<file path="config.mk">
export PLATFORM = sky130hd
export DESIGN_NAME = multicycle_ctrl_flat
export DESIGN_NICKNAME = d
export VERILOG_FILES = /design/src/rtl/multicycle_ctrl_if.sv /design/src/rtl/multicycle_ctrl.sv /design/src/flat_wrapper.sv
export SDC_FILE = /design/constraint.sdc
export NUM_CORES = 1
export LEC_CHECK = 0
export ABC_CLOCK_PERIOD_IN_PS = 1400
export CAP_MARGIN = 30
export CORE_ASPECT_RATIO = 0.8
export CORE_MARGIN = 2
export CORE_UTILIZATION = 30
export DETAILED_ROUTE_END_ITERATION = 16
export GPL_ROUTABILITY_DRIVEN = 0
export PLACE_DENSITY = 0.67
export REMOVE_ABC_BUFFERS = 1
export SETUP_SLACK_MARGIN = 0.3
export SYNTH_ARGS = -nofsm -noshare
export SYNTH_HDL_FRONTEND = slang
export SYNTH_SLANG_ARGS = --single-unit
</file>
<file path="constraint.sdc">
create_clock -name clk -period 1.4 [get_ports clk]
set_input_delay 0.21 -clock clk [delete_from_list [all_inputs] [get_ports clk]]
set_output_delay 0.21 -clock clk [all_outputs]
set_load 0.02 [all_outputs]
</file>
<file path="src/rtl/multicycle_ctrl_if.sv">
// Data-bus handshake between the multi-cycle controller and the data memory.
// The controller issues the read/write strobes and the memory answers with busReady.
interface multicycle_ctrl_if;
    logic busReady;
    logic busWe;
    logic busRe;

    modport master (input busReady, output busWe, output busRe);
    modport slave  (output busReady, input busWe, input busRe);
endinterface

</file>
<file path="src/rtl/multicycle_ctrl.sv">
// Multi-cycle RV32I control FSM: sequences FETCH/DECODE/EXECUTE (+MEM/WB for loads
// and stores), decodes datapath controls and guards data-bus accesses with a timeout.
module multicycle_ctrl #(
    parameter int BUS_TIMEOUT = 16
) (
    input  logic                    clk,
    input  logic                    reset,
    input  logic [31:0]             instrCode,
    multicycle_ctrl_if.master       bus,
    output logic                    PCEn,
    output logic                    regFileWe,
    output logic [3:0]              aluControl,
    output logic                    aluSrcMuxSel,
    output logic [2:0]              RFWDSrcMuxSel,
    output logic                    branch,
    output logic                    jal,
    output logic                    jalr,
    output logic                    illegalInstr,
    output logic                    busError
);

    typedef enum logic [2:0] {FETCH, DECODE, EXECUTE, MEM, WB, HALT} state_t;

    localparam logic [6:0] OP_R  = 7'b0110011;
    localparam logic [6:0] OP_I  = 7'b0010011;
    localparam logic [6:0] OP_L  = 7'b0000011;
    localparam logic [6:0] OP_S  = 7'b0100011;
    localparam logic [6:0] OP_B  = 7'b1100011;
    localparam logic [6:0] OP_LU = 7'b0110111;
    localparam logic [6:0] OP_AU = 7'b0010111;
    localparam logic [6:0] OP_J  = 7'b1101111;
    localparam logic [6:0] OP_JL = 7'b1100111;

    // Last wait count at which a still-stalled bus gives up.
    localparam logic [7:0] TIMEOUT_LAST = 8'(BUS_TIMEOUT - 1);

    state_t     state;
    state_t     state_next;
    logic [6:0] opcode;
    logic [2:0] func3;
    logic       func7b5;
    logic [7:0] wait_cnt;
    logic       illegal_q;
    logic       bus_err_q;

    function automatic logic known_op(input logic [6:0] op);
        case (op)
            OP_R, OP_I, OP_L, OP_S, OP_B, OP_LU, OP_AU, OP_J, OP_JL: known_op = 1'b1;
            default:                                                 known_op = 1'b0;
        endcase
    endfunction

    always_ff @(posedge clk) begin
        if (reset) begin
            state     <= FETCH;
            opcode    <= '0;
            func3     <= '0;
            func7b5   <= 1'b0;
            wait_cnt  <= '0;
            illegal_q <= 1'b0;
            bus_err_q <= 1'b0;
        end else begin
            state <= state_next;
            if (state == DECODE) begin
                opcode  <= instrCode[6:0];
                func3   <= instrCode[14:12];
                func7b5 <= instrCode[30];
            end
            // Only a stalled MEM cycle stays in MEM, so staying means one more wait.
            wait_cnt <= (state == MEM && state_next == MEM) ? wait_cnt + 8'd1 : 8'd0;
            if (state == DECODE && state_next == HALT)
                illegal_q <= 1'b1;
            if (state == MEM && state_next == HALT)
                bus_err_q <= 1'b1;
        end
    end

    always_comb begin
        state_next    = state;
        PCEn          = 1'b0;
        regFileWe     = 1'b0;
        aluControl    = 4'b0000;
        aluSrcMuxSel  = 1'b0;
        RFWDSrcMuxSel = 3'd0;
        branch        = 1'b0;
        jal           = 1'b0;
        jalr          = 1'b0;
        bus.busWe     = 1'b0;
        bus.busRe     = 1'b0;

        case (state)
            FETCH: begin
                PCEn       = 1'b1;
                state_next = DECODE;
            end
            DECODE: begin
                state_next = known_op(instrCode[6:0]) ? EXECUTE : HALT;
            end
            EXECUTE: begin
                state_next = FETCH;
                case (opcode)
                    OP_R: begin
                        aluControl = {func7b5, func3};
                        regFileWe  = 1'b1;
                    end
                    OP_I: begin
                        // Only the shift-right pair uses bit 30 as a selector; elsewhere it is immediate.
                        aluSrcMuxSel = 1'b1;
                        aluControl   = (func3 == 3'b101) ? {func7b5, func3} : {1'b0, func3};
                        regFileWe    = 1'b1;
                    end
                    OP_L, OP_S: begin
                        aluSrcMuxSel = 1'b1;
                        state_next   = MEM;
                    end
                    OP_B: begin
                        aluControl = {1'b0, func3};
                        branch     = 1'b1;
                    end
                    OP_LU: begin
                        regFileWe     = 1'b1;
                        RFWDSrcMuxSel = 3'd2;
                    end
                    OP_AU: begin
                        regFileWe     = 1'b1;
                        RFWDSrcMuxSel = 3'd3;
                    end
                    OP_J: begin
                        jal           = 1'b1;
                        regFileWe     = 1'b1;
                        RFWDSrcMuxSel = 3'd4;
                    end
                    OP_JL: begin
                        jal           = 1'b1;
                        jalr          = 1'b1;
                        aluSrcMuxSel  = 1'b1;
                        regFileWe     = 1'b1;
                        RFWDSrcMuxSel = 3'd4;
                    end
                    default: state_next = FETCH;
                endcase
            end
            MEM: begin
                bus.busWe = (opcode == OP_S);
                bus.busRe = (opcode != OP_S);
                if (bus.busReady)
                    state_next = (opcode == OP_S) ? FETCH : WB;
                else if (wait_cnt == TIMEOUT_LAST)
                    state_next = HALT;
                else
                    state_next = MEM;
            end
            WB: begin
                regFileWe     = 1'b1;
                RFWDSrcMuxSel = 3'd1;
                state_next    = FETCH;
            end
            HALT: begin
                state_next = HALT;
            end
            default: state_next = FETCH;
        endcase
    end

    assign illegalInstr = illegal_q;
    assign busError     = bus_err_q;

endmodule

</file>
<file path="src/flat_wrapper.sv">
// flat-port wrapper written by rule: the top's interface ports become plain ports
module multicycle_ctrl_flat 
#(
    parameter int BUS_TIMEOUT = 16
)
  (clk, reset, instrCode, PCEn, regFileWe, aluControl, aluSrcMuxSel, RFWDSrcMuxSel, branch, jal, jalr, illegalInstr, busError, bus_busReady, bus_busWe, bus_busRe);
  multicycle_ctrl_if bus_i ();
  input  logic clk;
  input  logic reset;
  input  logic [31:0] instrCode;
  output logic PCEn;
  output logic regFileWe;
  output logic [3:0] aluControl;
  output logic aluSrcMuxSel;
  output logic [2:0] RFWDSrcMuxSel;
  output logic branch;
  output logic jal;
  output logic jalr;
  output logic illegalInstr;
  output logic busError;
  input wire logic [$bits(bus_i.busReady)-1:0] bus_busReady;
  output wire logic [$bits(bus_i.busWe)-1:0] bus_busWe;
  output wire logic [$bits(bus_i.busRe)-1:0] bus_busRe;
  assign bus_i.busReady = bus_busReady;
  assign bus_busWe = bus_i.busWe;
  assign bus_busRe = bus_i.busRe;
  multicycle_ctrl #(.BUS_TIMEOUT(BUS_TIMEOUT)) u_core (.clk(clk), .reset(reset), .instrCode(instrCode), .bus(bus_i), .PCEn(PCEn), .regFileWe(regFileWe), .aluControl(aluControl), .aluSrcMuxSel(aluSrcMuxSel), .RFWDSrcMuxSel(RFWDSrcMuxSel), .branch(branch), .jal(jal), .jalr(jalr), .illegalInstr(illegalInstr), .busError(busError));
endmodule
</file>
== Word level (Yosys, flattened, before mapping) ==
Index checks and enable logic that the tools add are counted.

* Bits in registers: 24
* Bits of input ports: 35
* Output and inout bits: 17
* Logic and storage cells: 73

* Add/subtract/negate cells: 1
* Equal/unequal tests: 28
* Muxes and demuxes: 26
* Bitwise gates (word level): 1
* Reductions and logical operators: 10

{| class="wikitable"
|+ Operators by type and width
! operator !! count
|-
| $eq 7x6->1 const B || 6
|-
| $eq 7x7->1 const B || 6
|-
| $eq 7x5->1 const B || 4
|-
| $pmux 3 s5 || 1
|-
| $eq 7x2->1 const B || 2
|-
| $mux 1 || 14
|-
| $eq 3x3->1 const B || 4
|-
| $mux 3 || 4
|-
| $pmux 4 s3 || 1
|-
| $eq 3x2->1 const B || 3
|-
| $pmux 3 s3 || 1
|-
| $reduce_or 9->1 || 1
|-
| $add 8x1->8 const B || 1
|-
| $eq 8x4->1 const B || 1
|-
| $mux 4 || 2
|-
| $ne 7x6->1 const B || 1
|-
| $pmux 3 s2 || 1
|-
| $reduce_or 2->1 || 3
|-
| $reduce_or 6->1 || 1
|-
| $reduce_or 4->1 || 1
|-
| $eq 3x1->1 const B || 1
|-
| $logic_and 1x1->1 || 3
|-
| $logic_not 3->1 || 1
|-
| $mux 2 || 1
|-
| 2 further kinds || 2
|}

== Logic depth before layout (Yosys ltp) ==
* Word-level depth: 10
* Gate-level depth with buffers: 5
* Gate-level depth less buffers: 5

== Least setup slack after synthesis ==
Ideal clock, no wire load.

* Path type: reg2out
* Start: register u_core.opcode[3]
* End: output port aluSrcMuxSel
* Data arrival time: 1,324 ps
* Data required time: 1,190 ps
* Slack: -134 ps
* Cell stages (with the launch flop): 5
* Path buffers: 0
* Cells stage by stage: dfxtp_1 > and4bb_2 > and2_0 > nand2b_1 > a22oi_1

* Cells in the longest elaborated chain, start to end: 4
* Elaborated cells between the ends (all ways): 7
* Classes of those cells: eq/ne: 4; mux: 2; reduce/logical: 1

{| class="wikitable"
|+ Ends and longest elaborated chain
! what !! RTL line !! text
|-
| from (decl) || multicycle_ctrl.sv:39 || <nowiki>logic [6:0] opcode;</nowiki>
|-
| from (signal assigned) || multicycle_ctrl.sv:65 || <nowiki>opcode <= instrCode[6:0];</nowiki>
|-
| $eq 7x5->1 (tied with other cells) || multicycle_ctrl.sv:101 || <nowiki>case (opcode)</nowiki>
|-
| $reduce_or 4->1 (no source line) * || - ||
|-
| $mux 1 * || multicycle_ctrl.sv:101 ||
|-
| $mux 1 * || multicycle_ctrl.sv:91 || <nowiki>case (state)</nowiki>
|-
| to (decl) || flat_wrapper.sv:14 || <nowiki>output logic aluSrcMuxSel;</nowiki>
|}

Every way passes the cells marked *; elsewhere a longest branch is shown, timed or not.

== Final worst setup path ==
* Start: register u_core.state[2]
* End: output port aluSrcMuxSel

* Cells in the longest elaborated chain, start to end: 2

{| class="wikitable"
|+ Ends and longest elaborated chain
! what !! RTL line !! text
|-
| from (decl) || multicycle_ctrl.sv:37 || <nowiki>state_t state;</nowiki>
|-
| from (signal assigned) || multicycle_ctrl.sv:63 || <nowiki>state <= state_next;</nowiki>
|-
| $eq 3x2->1 || multicycle_ctrl.sv:91 ||
|-
| $mux 1 || multicycle_ctrl.sv:91 ||
|}

No other way between the ends.

==> summary.md <==
| Metric | Value |
|---|---|
| Status | `finished with violations` |
| Failing checks | `setup timing` |
| Slew Limit Fails | `0` |
| Post-route ant nets | `0` |
| Main synth FF type | `dfxtp_1` |
| Post-Synthesis Cells | `approximately 150` |
| Vias per inst | `between 4 and 5` |
| Post-route DRC | `0` |
| CTS sink cnt | `24` |
| Setup CP Type | `reg -> out` |
| All-Layer GR Usage | `16.9%` |
| Vias in the first global route | `around 1300` |
| Clk Latency, worst-skew pair | `~0.27 ns` |
| Mapped cell area | `around 1200 sq um` |
| Combinational power share | `about a third` |
| Maxcap violations | `0` |
| Launching point of the worst reg2reg path | `u_core.opcode[2]` |
| Seq/Total Area, Yosys | `roughly two fifths` |
| Met1 usage | `24.6%` |
| Pre-CTS setup slack | `-0.596 ns` |
| Post-layout util | `roughly 59%` |
| Antenna cells | `0` |
| Worst EP arrival | `roughly 1.6 ns` |
| Total number of vias | `about 1400` |
| Headroom to the max-slew limit | `just over 60%` |
| Power share of the sequential group | `approximately 41%` |
| Count of different cell masters after synthesis | `38` |
| CP Max Fanout | `3` |
| Clock Skew | `~0.010 ns` |
| Hold-fix buffers at CTS | `0` |
| CTS tree | `yes` |
| Leakage | `around 0.9 nW` |
| Flop2flop setup slack | `-0.11 ns` |
| Setup TNS | `-4.67 ns` |
| Switch share | `a little under a third` |
| Warnings, synthesis | `0` |
| Worst min path class | `in -> reg` |
| Clock slew at reported path FFs | `~0.09 ns` |
| Initial Util | `between 30% and 40%` |
| Finish-stage setup viols | `24` |
| WL final | `between 4000 and 5000 um` |
| Detailed Route Iter0 Violations | `66` |
| Grt peak-use layer | `met2` |
| PortBufs | `30` |
| Worst Setup Slack, final | `-0.405 ns` |
| Area Overhead vs Synth | `88.2%` |
| Die Height | `roughly 60 um` |
| GR Layer Usage met2 | `approximately a quarter` |
| Met3 Resource Use GR | `roughly 2.4%` |
| Pint | `1.29 mW` |
| First-pass GRT wire length | `5840 um` |
| IO Pins | `52` |
| Worst EP required | `roughly 1.2 ns` |
| Hold_sp | `instrCode[4]` |
| CTS Buf Count | `3` |
| Largest net degree at the start of global routing | `15` |
| Mean post-synth cell area | `7.87 sq um` |
| Core area | `3800 sq um` |
| CP Launch Type | `register` |
| Switch Pwr | `about 0.56 mW` |
| Share of layout cells above drive strength 1 | `approximately 57%` |
| Row cnt | `20` |
| CP Capture Type | `output pin` |
| Initial antenna violation count | `0` |
| Fin crit period | `around 1.8 ns` |
| Die width | `roughly 74 um` |
| Max Buffers Root-to-Sink | `2` |
| Root buf cell | `clkbuf_8` |
| DP HPWL | `around 2500 um` |
| Max IR drop VDD | `around 0.39 mV` |
| Area of the die | `between 4000 and 5000 sq um` |
| Clock power frac | `25.1%` |
| RSZ-0062 raised after global routing | `true` |
| PD cells | `828 nW/um^2` |
| Total Power | `~1.9 mW` |
| Async S/R FF share, synth | `0%` |
| Worst flop-to-flop path endpoint | `u_core.state[2]` |
| Number of synthesized flops with an enable pin | `0` |
| Hold Path Stages | `3` |
| Endpoints failing hold | `0` |
| Commonest non-fill, non-tap cell in the layout | `buf_4` |
| DR pass1 iterations | `4` |
| Nets@finish | `265` |
| DR WL/cell | `between 10 and 15 um` |
| Synth Register Bits | `24` |
| Overflow after GRT | `0` |
| Hold EP | `u_core.opcode[4]` |
| Worst slew pin tran | `approximately 0.57 ns` |
| Fmax | `about 0.55 GHz` |
| R2R depth | `8` |
| Fin crit share | `129%` |
| Htree depth | `1` |
| Most frequent cells in the layout | `buf_4 (38), buf_6 (21), dfxtp_1 (17)` |
cells by family after synthesis:
group,count (synthesis),share of synthesized area [%]
AO/OA/AOI/OAI,30,15.7
flip-flops,24,40.4
adder cells (fa/ha/maj),1,1.05
XOR/XNOR,6,4.42
buffers and inverters,6,2.74
AND/OR/NAND/NOR,84,35.7
registers in the layout, summed over array words and instances (netlist names):
register             count
u_core.illegalInstr      1
u_core.func3             3
u_core.wait_cnt          8
u_core.opcode            7
u_core.state             3
u_core.func7b5           1
u_core.busError          1
synthesized netlist by cell type, drive strengths merged (2+ instances only):
| cell type | instances | area share [%] |
|---|---|---|
| a211o | 2 | 1.5 |
| a211oi | 3 | 2.3 |
| a21oi | 18 | 7.6 |
| a22oi | 2 | 1.3 |
| and2 | 2 | 1.1 |
| and3 | 5 | 2.6 |
| buf | 3 | 1.8 |
| clkbuf | 2 | 0.63 |
| dfxtp | 24 | 40 |
| nand2 | 28 | 9.1 |
| nand2b | 5 | 2.8 |
| nand3 | 5 | 2.1 |
| nand3b | 2 | 1.3 |
| nand4b | 2 | 1.5 |
| nor2 | 18 | 5.7 |
| nor2b | 3 | 1.6 |
| nor3 | 5 | 2.1 |
| nor3b | 2 | 1.7 |
| or2 | 2 | 1.1 |
| or3 | 2 | 1.1 |
| xnor2 | 4 | 2.9 |
| xor2 | 2 | 1.5 |
routing by layer:
layer | share of wire [%] | routed length (um)
met3 | 5.9 | 235
met2 | 48 | 1940
met1 | 45 | 1780
met5 | 0 | 0
met4 | 1.1 | 46
metrics by stage:
step	instance area, sq um	std cells	hold slack [ns]
finish	2240	283	0.237
floorplan	1160	146	0.279
global placement	1800	265	0.450
global route	2240	283	0.233
CTS	2050	278	0.253
detailed placement	1800	265	0.452
critical path, cell delays in order (launching register included):
cell,delay (ns)
dfxtp_2,0.34
nor3b_4,0.24
nor3b_4,0.28
nand3_1,0.10
a22oi_1,0.17
buf_2,0.20
layout make-up:
cell class | count | area [sq um]
Tap cell | 55 | 68.8
Fill cell | 331 | 1570
Sequential cell | 24 | 489
Inverter | 1 | 3.75
Multi-Input combinational cell | 121 | 923
Clock buffer | 4 | 55.1
Timing Repair Buffer | 78 | 697
worst max path at each step:
stage / start / endpoint / slack (ns) / depth (start not counted)
final: u_core.state[2] / aluSrcMuxSel / -0.41 / 5
after floorplan: u_core.state[2] / regFileWe / -0.14 / 4
after global placement: u_core.opcode[1] / aluSrcMuxSel / -0.54 / 5
after CTS: u_core.opcode[3] / regFileWe / -0.39 / 6
after global routing: u_core.state[2] / aluSrcMuxSel / -0.48 / 5
after detailed placement: u_core.state[0] / RFWDSrcMuxSel[0] / -0.60 / 5
power groups by stage:
stage / registers (mW) / logic (mW) / clock network, mW
floorplan: 0.789 / 0.151 / 0
global placement: 0.771 / 0.402 / 0
detailed placement: 0.772 / 0.404 / 0
CTS: 0.762 / 0.513 / 0.472
global route: 0.770 / 0.661 / 0.510
finish: 0.766 / 0.620 / 0.465
what timing repair did:
| item | 4_1_cts | 5_1_grt |
|---|---|---|
| gates resized for setup | 146 | 40 |
| gates cloned | 2 | 0 |
| setup buffers | 7 | 5 |
| pin swaps | 18 | 14 |
| endpoints found under the setup margin | 41 | 40 |
Note: power is estimated with default switching activity, not from simulation.
